<file path="src/rtl/demux_gate_sweeper.sv">
// Run-time selectable N_IN-input gate built from a 1:2^N_IN demux plus an OR mask,
// with a sequencer that streams and captures the full truth table.
module demux_gate_sweeper #(
   parameter int N_IN = 2
) (
   input  logic                   clk,
   input  logic                   rst,
   input  logic                   start,
   input  logic [2:0]             mode,
   output logic                   busy,
   output logic                   row_valid,
   input  logic                   row_ready,
   output logic [N_IN-1:0]        row_in,
   output logic                   row_out,
   output logic [(1<<N_IN)-1:0]   table_out,
   output logic                   done,
   output logic                   err
);

   localparam int ROWS = 1 << N_IN;
   localparam logic [N_IN:0] LAST_ROW = (N_IN+1)'(ROWS - 1);

   typedef enum logic [1:0] {
      IDLE = 2'd0,
      RUN  = 2'd1,
      DONE = 2'd2
   } state_t;

   state_t            state_q, state_d;
   logic [N_IN:0]     cnt_q, cnt_d;
   logic [2:0]        mode_q, mode_d;
   logic [ROWS-1:0]   table_q, table_d;
   logic              err_q, err_d;
   logic [ROWS-1:0]   demux_s;
   logic [ROWS-1:0]   mask_s;
   logic              row_out_s;

   function automatic logic odd_parity(input logic [N_IN-1:0] v);
      return ^v;
   endfunction

   function automatic logic mask_bit(input logic [2:0] m, input logic [N_IN-1:0] i);
      logic b;
      case (m)
         3'd0:    b = (i == {N_IN{1'b1}});
         3'd1:    b = (i != {N_IN{1'b0}});
         3'd2:    b = (i != {N_IN{1'b1}});
         3'd3:    b = (i == {N_IN{1'b0}});
         3'd4:    b = odd_parity(i);
         3'd5:    b = ~odd_parity(i);
         default: b = 1'b0;
      endcase
      return b;
   endfunction

   // Gate core: one-hot demux line for the current row, masked by the latched mode.
   always_comb begin
      demux_s = {ROWS{1'b0}};
      demux_s[cnt_q[N_IN-1:0]] = 1'b1;
      for (int i = 0; i < ROWS; i++) begin
         mask_s[i] = mask_bit(mode_q, i[N_IN-1:0]);
      end
      row_out_s = (state_q == RUN) && (|(demux_s & mask_s));
   end

   // Sequencer next-state: sweep rows, capture the table, flag illegal starts.
   always_comb begin
      state_d = state_q;
      cnt_d   = cnt_q;
      mode_d  = mode_q;
      table_d = table_q;
      err_d   = 1'b0;
      case (state_q)
         IDLE: begin
            if (start) begin
               if (mode <= 3'd5) begin
                  mode_d  = mode;
                  cnt_d   = {(N_IN+1){1'b0}};
                  state_d = RUN;
               end else begin
                  err_d = 1'b1;
               end
            end else begin
               state_d = IDLE;
            end
         end
         RUN: begin
            if (row_ready) begin
               // The old table survives until the first row of a new sweep lands.
               if (cnt_q == {(N_IN+1){1'b0}}) begin
                  table_d = {ROWS{1'b0}};
               end else begin
                  table_d = table_q;
               end
               table_d[cnt_q[N_IN-1:0]] = row_out_s;
               if (cnt_q == LAST_ROW) begin
                  state_d = DONE;
               end else begin
                  cnt_d = cnt_q + {{N_IN{1'b0}}, 1'b1};
               end
            end else begin
               state_d = RUN;
            end
         end
         DONE: begin
            state_d = IDLE;
         end
         default: begin
            state_d = IDLE;
         end
      endcase
   end

   // State registers with synchronous reset taking priority over any handshake.
   always_ff @(posedge clk) begin
      if (rst) begin
         state_q <= IDLE;
         cnt_q   <= {(N_IN+1){1'b0}};
         mode_q  <= 3'd0;
         table_q <= {ROWS{1'b0}};
         err_q   <= 1'b0;
      end else begin
         state_q <= state_d;
         cnt_q   <= cnt_d;
         mode_q  <= mode_d;
         table_q <= table_d;
         err_q   <= err_d;
      end
   end

   assign busy      = (state_q == RUN);
   assign row_valid = (state_q == RUN);
   assign row_in    = cnt_q[N_IN-1:0];
   assign row_out   = row_out_s;
   assign table_out = table_q;
   assign done      = (state_q == DONE);
   assign err       = err_q;

endmodule

</file>
<file path="config.mk">
export PLATFORM = sky130hd
export DESIGN_NAME = demux_gate_sweeper
export DESIGN_NICKNAME = d
export VERILOG_FILES = /design/src/rtl/demux_gate_sweeper.sv
export SDC_FILE = /design/constraint.sdc
export NUM_CORES = 1
export LEC_CHECK = 0
export BUFFER_PORTS_ARGS = -buffer_cell sky130_fd_sc_hd__buf_4
export CAP_MARGIN = 20
export CORE_AREA = 3 3 44 46
export DETAILED_ROUTE_END_ITERATION = 8
export DIE_AREA = 0 0 47 49
export PLACE_DENSITY = 0.79
export SYNTH_ARGS = -nofsm -noshare
export SYNTH_HDL_FRONTEND = slang
export SYNTH_SLANG_ARGS = --single-unit
</file>
<file path="constraint.sdc">
create_clock -name clk -period 1.4 [get_ports clk]
set_input_delay 0 -clock clk [delete_from_list [all_inputs] [get_ports clk]]
set_output_delay 0 -clock clk [all_outputs]
set_load 0.1 [all_outputs]
</file>
==> metrics.txt, run 1 <==
outcome=finished, violations left; failing checks=negative setup slack; Synth area leaders=dfxtp_1 (36%), ha_1 (10%), a21oi_1 (4.2%); CP Class=flop to output port; post-DP HPWL=about 1.2 mm; WL final=1.87 mm; DR WL/cell=roughly 14 µm; core area=roughly 0.0015 mm²; initial antenna violation count=0; switch share=0.326; maximum vdd drop=580 µV; Net Switching=about 0.28 mW; Leakage Power=0.464 nW; worst slew pin tran=just over 0.3 ns; power per cell area=770 mW/mm²; most frequent cells in the layout=buf_4 (28), dfxtp_1 (11), nand2_1 (7); Initial Util=0.466; critical path launch point type=flop; area grow syn2layout=54.9%; Clock Pin Slew Worst Setup and Hold Paths=~0.08 ns; floorplan row count=14; Yosys top cell area share=0.362; Cell Area, Synth=roughly 720 µm²; average size of a mapped cell=8.87 µm²; fin. max-slew vios=0; clock share of power=0.269; final worst slack=-0.163 ns; Seq pwr share=0.462; number of DRC markers in iteration 0=18; CP Data Required Time=between 1 and 1.5 ns; CTS buffer count=3; non-filler cells, final=about 130; largest net degree at the start of global routing=14; Final Critical Period=between 1.5 and 2 ns; Cell variety after synth=27; CP arrival=1.56 ns; #FFs+latches synth=13; Port-buffer cells=17; clock buffer depth=2; commonest non-fill, non-tap cell in the layout=buf_4; Post-Route Skew=0.00140 ns; die width=about 47 µm; P_int=between 0.5 and 0.6 mW; period utilization=1.12; DR vias/cell=~5.5; DRC violation count after routing=0; GRT overflow=0; via count=roughly 710; Hold Path Class=input pin to flop; Crit. End Element=output port; diode count=0; routability cong.=about 0.8; nets=approximately 130; fmax=roughly 640 MHz; warnings from Yosys=0; Die Ht=between 40 and 50 µm; placed cell count=~120; fraction of layout cells with a size suffix above 1=0.504; leading area contributor after synthesis=dfxtp_1; final setup fails=7; CP Max Fanout=4; RSZ-0062 raised after global routing=yes; Cells after Synth=81; CTS tree=yes; die area=around 0.0023 mm²; Total Routing Usage GR=0.181; maxcap violations=0; Syn Nets=94; combinational power share=0.269; clock latency on the worst-skew pair=roughly 0.27 ns; Slew headroom=0.796; Seq/Total Area, Yosys=0.362; Clock Root Buffer=clkbuf_4; first-pass GRT wire length=3.13 mm; Worst path slowest cell=dfxtp_4; clock sink count=13; 1st-pass router iterations=4; Final TNS setup=-0.450 ns; final hold violations=0; Post-DRT Antenna Nets=0; Crit path largest cell delay=between 0.3 and 0.4 ns; vias in the first global route=approximately 780; Fillers=approximately 120; crit-path cells=buf_6 > ha_4 > mux2i_2 > o221ai_2 > and2_4 > buf_12; io pins=18; H-tree levels=1
-- power groups by stage --
stage / logic [mW] / registers [mW] / clock network [mW]
floorplan: 0.137 / 0.410 / 0
global placement: 0.191 / 0.403 / 0
detailed placement: 0.194 / 0.404 / 0
CTS: 0.217 / 0.393 / 0.239
global route: 0.249 / 0.398 / 0.248
finish: 0.231 / 0.395 / 0.230
-- cells by family (layout without fill, tap and decap cells) --
family                     Yosys count  count (layout)  share of synthesized area
AOI/OAI and AO/OA                   18              18                      0.183
DFF                                 13              13                      0.362
and+or+nand+nor                     33              33                      0.260
xor gates and xnor gates             1               1                     0.0122
muxes                                1               1                     0.0139
adders and majority gates            6               6                      0.105
buffers and inverters                9              41                     0.0644
-- layer usage --
layer,global-route usage,routed length (µm)
met4,0.0876,30
met3,0.0258,75
met1,0.204,767
met2,0.312,993
met5,0,0
-- stage by stage --
step                worst slack, ns  cell area [µm²]  utilization  power [mW]  hold slack [ns]
finish                       -0.163             1110        0.722       0.856          0.00873
global route                 -0.228             1110        0.722       0.895           0.0591
CTS                          -0.150             1070        0.697       0.849           0.0222
detailed placement           -0.115              936        0.607       0.599            0.271
global placement            -0.0413              936        0.607       0.593            0.263
floorplan                   0.00464              753            -       0.547            0.147
-- worst paths after layout --
path                          from                      to  slack [ns]  cells after the start
min                        mode[1]  mode_q[1]$_SDFFE_PP0P_       0.009                      3
max          cnt_q[1]$_SDFFE_PP0P_                 row_out       -0.16                      6
max reg2reg  cnt_q[1]$_SDFFE_PP0P_   cnt_q[2]$_SDFFE_PP0P_       -0.13                      6
min reg2reg  cnt_q[2]$_SDFFE_PP0P_   cnt_q[2]$_SDFFE_PP0P_        0.51                      2
-- what timing repair did --
action / in CTS / in global routing
resized for setup: 16 / 9
gates cloned: 0 / 0
endpoints found under the setup margin: 6 / 10
pin swaps: 11 / 4
hold buffers: 2 / 0
endpoints found under the hold margin: 5 / 0
buffers inserted: 4 / 0
-- layout make-up --
cell class	count	area (µm²)	share of cell area
Multi-Input combinational cell	59	508	0.457
Timing Repair Buffer	33	273	0.245
Sequential cell	13	268	0.241
Clock buffer	4	26.3	0.0236
Tap cell	16	20.0	0.0180
Inverter	4	17.5	0.0157
-- synth_stat cells --
| library cell | instances |
|---|---|
| nand2_1 | 7 |
| nor3b_2 | 1 |
| a41o_1 | 1 |
| buf_4 | 3 |
| a21oi_1 | 6 |
| nand2b_1 | 1 |
| nor2b_1 | 4 |
| nand3_1 | 1 |
| mux2i_1 | 1 |
| clkbuf_1 | 1 |
| a2bb2oi_2 | 1 |
| ha_1 | 6 |
| o21ai_0 | 4 |
| or3b_2 | 1 |
| nor3_1 | 4 |
| a32o_1 | 3 |
| nor2_1 | 6 |
| clkbuf_2 | 1 |
| nand3b_1 | 2 |
| xor2_1 | 1 |
| dfxtp_1 | 13 |
| or3b_1 | 1 |
| a311oi_1 | 1 |
| and2_1 | 3 |
| o221ai_1 | 2 |
| inv_1 | 4 |
| and2b_2 | 2 |
-- critical path: cells and delay by family (launching register included) --
kind / cells / cell delay, ns
flops: 1 / 0.36
buf+inv: 2 / 0.28
simple gates: 1 / 0.19
fa+ha+maj: 1 / 0.17
mux: 1 / 0.16
compound gates: 1 / 0.13
-- registers in the layout, indices dropped and copies added, names as in the netlist --
name / cells
state_q: 2
cnt_q: 3
err: 1
mode_q: 3
table_out: 4
(Power assumes the default switching activity.)
==> run 2, diff against run 1 <==
--- a/config.mk
+++ b/config.mk
@@ -11,6 +11,7 @@
 export DETAILED_ROUTE_END_ITERATION = 8
 export DIE_AREA = 0 0 47 49
 export PLACE_DENSITY = 0.79
+export REMOVE_ABC_BUFFERS = 1
 export SYNTH_ARGS = -nofsm -noshare
 export SYNTH_HDL_FRONTEND = slang
 export SYNTH_SLANG_ARGS = --single-unit
==> metrics.txt, run 2 (synthesized netlist as in run 1, its figures left out) <==
largest net degree at the start of global routing=14; via count=about 680; Leakage Power=between 0.4 and 0.5 nW; Crit path largest cell delay=0.37 ns; DR WL/cell=between 10 and 15 µm; Post-Route Skew=~0.00047 ns; Worst path slowest cell=dfxtp_2; final worst slack=-0.135 ns; fraction of layout cells with a size suffix above 1=0.473; core area=between 0.0015 and 0.002 mm²; post-DP HPWL=between 1 and 1.5 mm; routability cong.=between 0.7 and 0.8; Hold Path Class=input pin to flop; post-layout util=0.678; worst slew pin tran=approximately 0.32 ns; CP Data Required Time=about 1.4 ns; power per cell area=between 800 and 900 mW/mm²; Final TNS setup=-0.315 ns; CP arrival=about 1.5 ns; period utilization=1.10; maxcap violations=0; Final Critical Period=1.54 ns; RSZ-0062 raised after global routing=yes; CTS buffer count=3; crit-path cells=ha_2 > mux2i_2 > o221ai_2 > and2_4 > buf_12; CP Max Fanout=4; fin. max-slew vios=0; DR vias/cell=5.40; Die Ht=between 40 and 50 µm; GRT overflow=0; outcome=finished, violations left; Clock Root Buffer=clkbuf_4; Initial Util=0.466; clock buffer depth=2; Crit. End Element=output port; floorplan row count=14; diode count=0; initial antenna violation count=0; vias in the first global route=684; die area=roughly 0.0023 mm²; CP Class=flop to output port; CTS tree=yes; io pins=18; 1st-pass router iterations=4; final hold violations=0; Clock Pin Slew Worst Setup and Hold Paths=around 0.08 ns; clock sink count=13; commonest non-fill, non-tap cell in the layout=buf_4; most frequent cells in the layout=buf_4 (26), dfxtp_1 (10), nand2_1 (7), nor2_1 (6); critical path launch point type=flop; Post-DRT Antenna Nets=0; DRC violation count after routing=0; pre-CTS WS=-0.177 ns; area grow syn2layout=45.5%; Slew headroom=0.783; WL final=around 1.8 mm; nets=roughly 120; Total Routing Usage GR=0.182; maximum vdd drop=552 µV; die width=~47 µm; first-pass GRT wire length=~3 mm; fmax=651 MHz; total power=about 0.84 mW; failing checks=negative setup slack; Port-buffer cells=17; number of DRC markers in iteration 0=6; H-tree levels=1; max reg flops=4; final setup fails=6; clock latency on the worst-skew pair=~0.27 ns
run 2: changes by cell type in the layout (fill, tap and decap cells not counted), moves of 2 or more:
cell     previous run  this run
buf_4              28        26
dfxtp_2             0         2
ha_2                1         3
ha_4                4         2
nor2_1              4         6
run 2: where the power goes:
part	internal [mW]	switching, mW	leakage, nW
clock network	0.110	0.122	0.0150
logic	0.0821	0.135	0.315
registers	0.380	0.0137	0.107
run 2: stage by stage:
stage,instances,hold slack [ns],area [µm²]
CTS,126,0.0159,1040
global placement,119,0.274,910
detailed placement,119,0.280,910
floorplan,76,0.0691,687
global route,126,0.0305,1040
finish,126,0.0208,1040
run 2: repair_timing:
action | in CTS | in global routing
hold buffers | 2 | 0
pin swaps | 7 | 0
setup buffers | 1 | 0
gates resized for setup | 20 | 3
endpoints found under the hold margin | 5 | 0
endpoints found under the setup margin | 8 | 8
run 2: cell type report:
cell class / instances / area [µm²]
clock buffer: 4 / 26.3
fill: 124 / 497
inverter: 4 / 15.0
multi-input combinational: 59 / 470
sequential: 13 / 267
tap: 16 / 20.0
timing repair buffer: 30 / 246
run 2: layer usage:
layer / vias to the layer above / GRT usage / wire length, µm
met3: 6 / 0.0221 / 50
met5: - / 0 / 0
met2: 17 / 0.303 / 943
li1: 343 / - / -
met4: 0 / 0.0553 / 27
met1: 315 / 0.233 / 747
run 2: final timing paths:
check / startpoint / endpoint / slack [ns] / depth (start not counted)
hold reg to reg: cnt_q[1]$_SDFFE_PP0P_ / cnt_q[1]$_SDFFE_PP0P_ / 0.49 / 2
setup reg to reg: cnt_q[0]$_SDFFE_PP0P_ / cnt_q[2]$_SDFFE_PP0P_ / -0.10 / 5
setup / recovery: cnt_q[1]$_SDFFE_PP0P_ / row_out / -0.14 / 5
hold / removal: mode[1] / mode_q[1]$_SDFFE_PP0P_ / 0.02 / 3
run 2: worst max-delay path: cells and delay by family, from the launching register on:
family | cells | cell delay, ns
AOI/OAI and AO/OA | 1 | 0.19
adders and majority gates | 1 | 0.25
buffers and inverters | 1 | 0.16
DFF | 1 | 0.37
muxes | 1 | 0.10
and+or+nand+nor | 1 | 0.19
